===== src/rtl/shift_pkg.sv =====
// ============================================================================
// Module   : shift_pkg
// Purpose  : Shared types and constants for the multi-cycle right shifter.
// Revision : 1.0 - initial release
// ============================================================================
`default_nettype none

package shift_pkg;

    localparam int DEFAULT_WIDTH   = 32;
    localparam int DEFAULT_SHAMT_W = 5;
    localparam int FAST4_STEP      = 4;

    typedef enum logic [1:0] {
        IDLE  = 2'b00,
        SHIFT = 2'b01,
        DONE  = 2'b10
    } state_t;

endpackage

`default_nettype wire


===== src/rtl/shift_right_step.sv =====
// ============================================================================
// Module   : shift_right_step
// Purpose  : Combinational right shift by 1 or by FAST4_STEP with sign fill.
// Revision : 1.0 - initial release
// ============================================================================
`default_nettype none

module shift_right_step
    import shift_pkg::*;
#(
    parameter int WIDTH = DEFAULT_WIDTH
) (
    input  logic [WIDTH-1:0] work_i,
    input  logic             fill_i,
    input  logic             step4_i,
    output logic [WIDTH-1:0] shifted_o
);

    always_comb begin
        if (step4_i) begin
            shifted_o = {{FAST4_STEP{fill_i}}, work_i[WIDTH-1:FAST4_STEP]};
        end else begin
            shifted_o = {fill_i, work_i[WIDTH-1:1]};
        end
    end

endmodule

`default_nettype wire


===== src/rtl/shift_right_seq.sv =====
// ============================================================================
// Module   : shift_right_seq
// Purpose  : Multi-cycle logical/arithmetic right shifter (SRL/SRA family).
//            Define SHIFT_RIGHT_FAST4_EN to retire 4 bits per cycle when able.
// Revision : 1.0 - initial release
// ============================================================================
`default_nettype none

module shift_right_seq
    import shift_pkg::*;
#(
    parameter int WIDTH   = DEFAULT_WIDTH,
    parameter int SHAMT_W = DEFAULT_SHAMT_W   // must equal $clog2(WIDTH)
) (
    input  logic               clk_i,
    input  logic               rst_i,
    input  logic               start_i,
    input  logic [WIDTH-1:0]   data_i,
    input  logic [SHAMT_W-1:0] shamt_i,
    input  logic               arith_i,
    output logic               busy_o,
    output logic               done_o,
    output logic [WIDTH-1:0]   data_o
);

    state_t             state_q, state_d;
    logic [WIDTH-1:0]   work_q,  work_d;
    logic [SHAMT_W-1:0] count_q, count_d;
    logic               sign_q,  sign_d;
    logic               arith_q, arith_d;
    logic [WIDTH-1:0]   data_q,  data_d;

    logic               step4;
    logic [SHAMT_W-1:0] dec;
    logic [WIDTH-1:0]   shifted;

`ifdef SHIFT_RIGHT_FAST4_EN
    assign step4 = (count_q >= SHAMT_W'(FAST4_STEP));
`else
    assign step4 = 1'b0;
`endif

    assign dec = step4 ? SHAMT_W'(FAST4_STEP) : SHAMT_W'(1);

    // Fill bit is the captured MSB only in arithmetic mode.
    shift_right_step #(
        .WIDTH (WIDTH)
    ) u_step (
        .work_i    (work_q),
        .fill_i    (sign_q & arith_q),
        .step4_i   (step4),
        .shifted_o (shifted)
    );

    always_comb begin
        state_d = state_q;
        work_d  = work_q;
        count_d = count_q;
        sign_d  = sign_q;
        arith_d = arith_q;
        data_d  = data_q;
        case (state_q)
            IDLE: begin
                if (start_i) begin
                    work_d  = data_i;
                    count_d = shamt_i;
                    sign_d  = data_i[WIDTH-1];
                    arith_d = arith_i;
                    state_d = SHIFT;
                end
            end
            SHIFT: begin
                if (count_q != '0) begin
                    work_d  = shifted;
                    count_d = count_q - dec;
                end else begin
                    data_d  = work_q;
                    state_d = DONE;
                end
            end
            DONE: begin
                state_d = IDLE;
            end
            default: begin
                state_d = IDLE;
            end
        endcase
    end

    always_ff @(posedge clk_i or posedge rst_i) begin
        if (rst_i) begin
            state_q <= IDLE;
            work_q  <= '0;
            count_q <= '0;
            sign_q  <= 1'b0;
            arith_q <= 1'b0;
            data_q  <= '0;
        end else begin
            state_q <= state_d;
            work_q  <= work_d;
            count_q <= count_d;
            sign_q  <= sign_d;
            arith_q <= arith_d;
            data_q  <= data_d;
        end
    end

    assign busy_o = (state_q != IDLE);
    assign done_o = (state_q == DONE);
    assign data_o = data_q;

endmodule

`default_nettype wire


===== config.mk =====
export PLATFORM = sky130hd
export DESIGN_NAME = shift_right_seq
export DESIGN_NICKNAME = d
export VERILOG_FILES = /design/src/rtl/shift_pkg.sv /design/src/rtl/shift_right_step.sv /design/src/rtl/shift_right_seq.sv
export SDC_FILE = /design/constraint.sdc
export NUM_CORES = 1
export LEC_CHECK = 0
export ABC_AREA = 1
export CAP_MARGIN = 20
export CORE_AREA = 5 5 111 113
export DETAILED_ROUTE_END_ITERATION = 16
export DIE_AREA = 0 0 116 118
export PLACE_DENSITY = 0.63
export SYNTH_ARGS = -nofsm -noshare
export SYNTH_HDL_FRONTEND = slang
export SYNTH_SLANG_ARGS = --single-unit

===== constraint.sdc =====
create_clock -name clk_i -period 6.62 [get_ports clk_i]
set_input_delay 1.324 -clock clk_i [delete_from_list [all_inputs] [get_ports clk_i]]
set_output_delay 1.324 -clock clk_i [all_outputs]
set_load 0.02 [all_outputs]

# Word-level counts from Yosys, hierarchy flattened
# Cells that the tools add are included.
dict set report totals {
  regBits 73
  inputBits 41
  out_inout_bits 34
}
dict set report classes {
  n_addsub 1
  n_eq_ne 5
  mux 9
  bitwise_logic 2
  n_reduce_logical 8
}
# operator n
set op_table {}
lappend op_table {{32-bit 2-to-1 mux} 2}
lappend op_table {{32-bit one-hot mux with 2 select lines} 1}
lappend op_table {{5-bit 2-to-1 mux} 2}
lappend op_table {{5-bit one-hot mux with 2 select lines} 1}
lappend op_table {{2-bit != test (second input constant)} 3}
lappend op_table {{2-bit AND reduction} 3}
lappend op_table {{5-bit nonzero test} 1}
lappend op_table {{5-bit by 1-bit subtractor with 5-bit output (second input constant)} 1}
lappend op_table {{2-bit 2-to-1 mux} 2}
lappend op_table {{2-bit one-hot mux with 2 select lines} 1}
lappend op_table {{2-bit nonzero test} 2}
lappend op_table {{3-bit AND reduction} 1}
lappend op_table {{2-bit by 1-bit equality test with 1-bit output (second input constant)} 1}
lappend op_table {{2-bit equality test (second input constant)} 1}
lappend op_table {{2-bit zero test} 1}
lappend op_table {{1-bit bitwise AND} 1}
lappend op_table {{1-bit NOT} 1}

# Longest topological paths before layout
dict set report logic_depth {
  depth_word 3
  mapped_depth 9
  ltp_nobuf 8
}

# Modules after synthesis
# From an unflattened synthesis, not the netlist that was laid out.
dict set report unflattened {
  cells_unflattened 511
  hier_area_um2 3986.3
}
# mod instances cells_each area_per_inst_um2 seq_area_each_um2
set by_module_without_submodules {}
lappend by_module_without_submodules {shift_right_seq 1 412 3594.7 1826.8}
lappend by_module_without_submodules {shift_right_step 1 99 391.6 0.0}

# Worst setup path before layout
# Ideal clock, no wire load.
dict set report synth_timing {
  path_kind {register -> output}
  startpoint {register state_q[1]}
  endpoint {output done_o}
  arrival_time_ps 786
  path_slack_ps 4510
  stages_incl_launch_ff 3
  path_cell_list {dfrtp_1 > inv_2 > nor2_1}
}
dict set report synth_via {
  elab_chain_cells 1
}
# element line
set synth_lines {}
lappend synth_lines {{from (decl)} shift_right_seq.sv:26} ;# state_t state_q, state_d;
lappend synth_lines {{from (signal assigned)} shift_right_seq.sv:99} ;# state_q <= state_d;
lappend synth_lines {{2-bit equality test} shift_right_seq.sv:109} ;# assign done_o = (state_q == DONE);
lappend synth_lines {{to (decl)} shift_right_seq.sv:22} ;# output logic done_o,
# No other way between the ends.

# Final worst setup path
# Same ends and word-level chain as after synthesis.

==> results.toml <==
[run_status]
outcome = "complete, no violations"

[grt]
grt.overflow.total = 0
grt_pass1_vias = 2621
grt_max_degree = 74
antenna_found_initial = 0
grt_pass1_wl_mm = 12.3
grt_usage = 0.111

[routing]
dr.pass1.iters = 4
drt_iter0_drc = 111
wl_per_cell_um = 11.8
vias_per_cell = 4.39
drc = 0
routed-via-count = 2592
wirelength_mm = 6.95
drtAntennaViolNets = 0

[placement]
placed_cell_area_um2 = 4020
numPortBuffers = 74
preCtsSetupSlack_ns = 3.77
dp_hpwl_mm = 4.61
place_congestion = 0.741

[timing]
max_freq_mhz = 349
setup_ws_ns = 3.75
setup_viol = 0
rsz0062_at_grt = "no"
worst_clock_skew_ns = 0.00384
worstMarginPinSlew_ns = 0.926
hold_viol = 0
report.final.slew_viol_count = 0
relSlewSlack = 0.382
layout_min_cycle_time_ns = 2.87
tns_ns = 0
min_period_over_period = 0.433
whs_ns = 0.485

[die]
coreArea_um2 = 11200
die_x_um = 116
die_y_um = 118
die-area_um2 = 13700
initial_core_util = 0.290
row_count = 39
pin_count = 75

[synthesis]
synth.yosys.seq_area_share = 0.562
ys.flop_type = "dfrtp_1"
synth.net_count = 419
netlist.area_leader.share = 0.562
yosysTopAreaCell = "dfrtp_1"
netlist_top_cells_area = "dfrtp_1 56%, nand2_1 13%, o21ai_1 9.4%"
yosysMostFrequentCell = "nand2_1"
synth_cell_type_count = 21
synthTopCellsByCount = "113 x nand2_1, 73 x dfrtp_1, 61 x o21ai_1, 41 x inv_1, 41 x o21ai_0"
synth_cells = 377
syn-cell-area_um2 = 3250
async_reset_ff_frac = 1.00
ys_ff_latch = 73
yosysWarnings = 0
synth_edf_count = 0
syn_avg_cell_area_um2 = 8.62

[final_layout]
design_area_um2 = 4330
fin_nets = 485
antenna_cells = 0
syn_to_final_growth_pct = 33.1
drive_above_1_share = 0.0625

[power_and_ir_drop]
ir_worst_vdd_v = 0.000309
totalPowerFinal_w = 0.00227
p_leak_nw = 1.99
p_per_area_nw_per_um2 = 525

[clock_network]
cts_htree_levels = 3
clock_path_buffers = 2
cts_sinks = 73
cts_tree = "done"
root_buffer = "clkbuf_16"
numCtsBuffers = 9
clk_pin_slew_ns = 0.06
cts_hold_buffers = 0
ctsResizeCount = 0
worstSkewPairLatency_ns = 0.32
cts_setup_buffers = 0

[setup_path]
startpoint_type = "register"
reg2reg_setup_slack_ns = 4.47
end_kind = "output pin"
cp_data_required_time_ns = 5.30
critical_path_arrival_ns = 1.55
path_max_fanout = 3
worstSetupPathType = "register to output pin"

[min_path]
hold_path.class = "register to register"

[flow_run]
cap_violations = 0
critical path, cell delays in order (launching register included):
cell             delay [ns]
dfrtp_1                0.45
inv_2                  0.07
nor2_1                 0.09
clkdlybuf4s50_1        0.61
sequential cells by signal (all words and copies together), names as in the netlist:
| register | count |
|---|---|
| arith_q | 1 |
| data_o | 32 |
| state_q | 2 |
| sign_q | 1 |
| work_q | 32 |
| count_q | 5 |
metal layers:
metal  GRT usage  up-vias  wire (um)
met3      0.0375        4        369
met2       0.170       50       3120
met1       0.148     1206       3400
met5           0        -          0
li1            -     1332          -
met4      0.0348        0         59
layout by cell type, fill, tap and decap left out, drive strengths merged:
cell	n
inv	44
bufinv	1
ha	1
nand2	115
clkbuf	14
or2	2
a21oi	1
clkdlybuf4s50	74
dfrtp	73
nor2	7
buf	2
nand3	10
clkinv	2
o21ai	102
cells by family (layout without fill, tap and decap cells):
kind of cell    after synthesis  in the layout  share of synthesized area
simple gates                134            134                      0.170
compound gates              103            103                      0.159
flops                        73             73                      0.562
fa+ha+maj                     1              1                    0.00385
buf+inv                      66            137                      0.106
through the flow:
step	instances	utilization
floorplan	377	-
global placement	575	0.358
detailed placement	575	0.358
CTS	591	0.386
global route	591	0.386
finish	591	0.386
power breakdown:
part           leakage, nW  internal [W]  switching, W
clock network        0.153      0.000322      0.000175
logic                0.924      0.000397      0.000630
registers            0.914      0.000660     0.0000899
total                 1.99       0.00138      0.000894
path summary, 6_finish.rpt:
kind                         endpoint  depth (start not counted)        from
max                            done_o                          3  state_q[1]
min                           arith_q                          2     arith_q
max reg2reg                data_o[29]                          8  count_q[0]
min reg2reg                   arith_q                          2     arith_q
max in group asynchronous  state_q[1]                          3       rst_i
min in group asynchronous  data_o[12]                          3       rst_i
cell type report:
| cell class | count | area, um2 |
|---|---|---|
| tap | 143 | 179 |
| multi-input combinational | 238 | 1080 |
| clock inverter | 2 | 35.0 |
| clock buffer | 14 | 274 |
| inverter | 45 | 173 |
| timing repair buffer | 76 | 756 |
| fill | 1186 | 6900 |
| sequential | 73 | 1830 |
(Power assumes the default switching activity.)
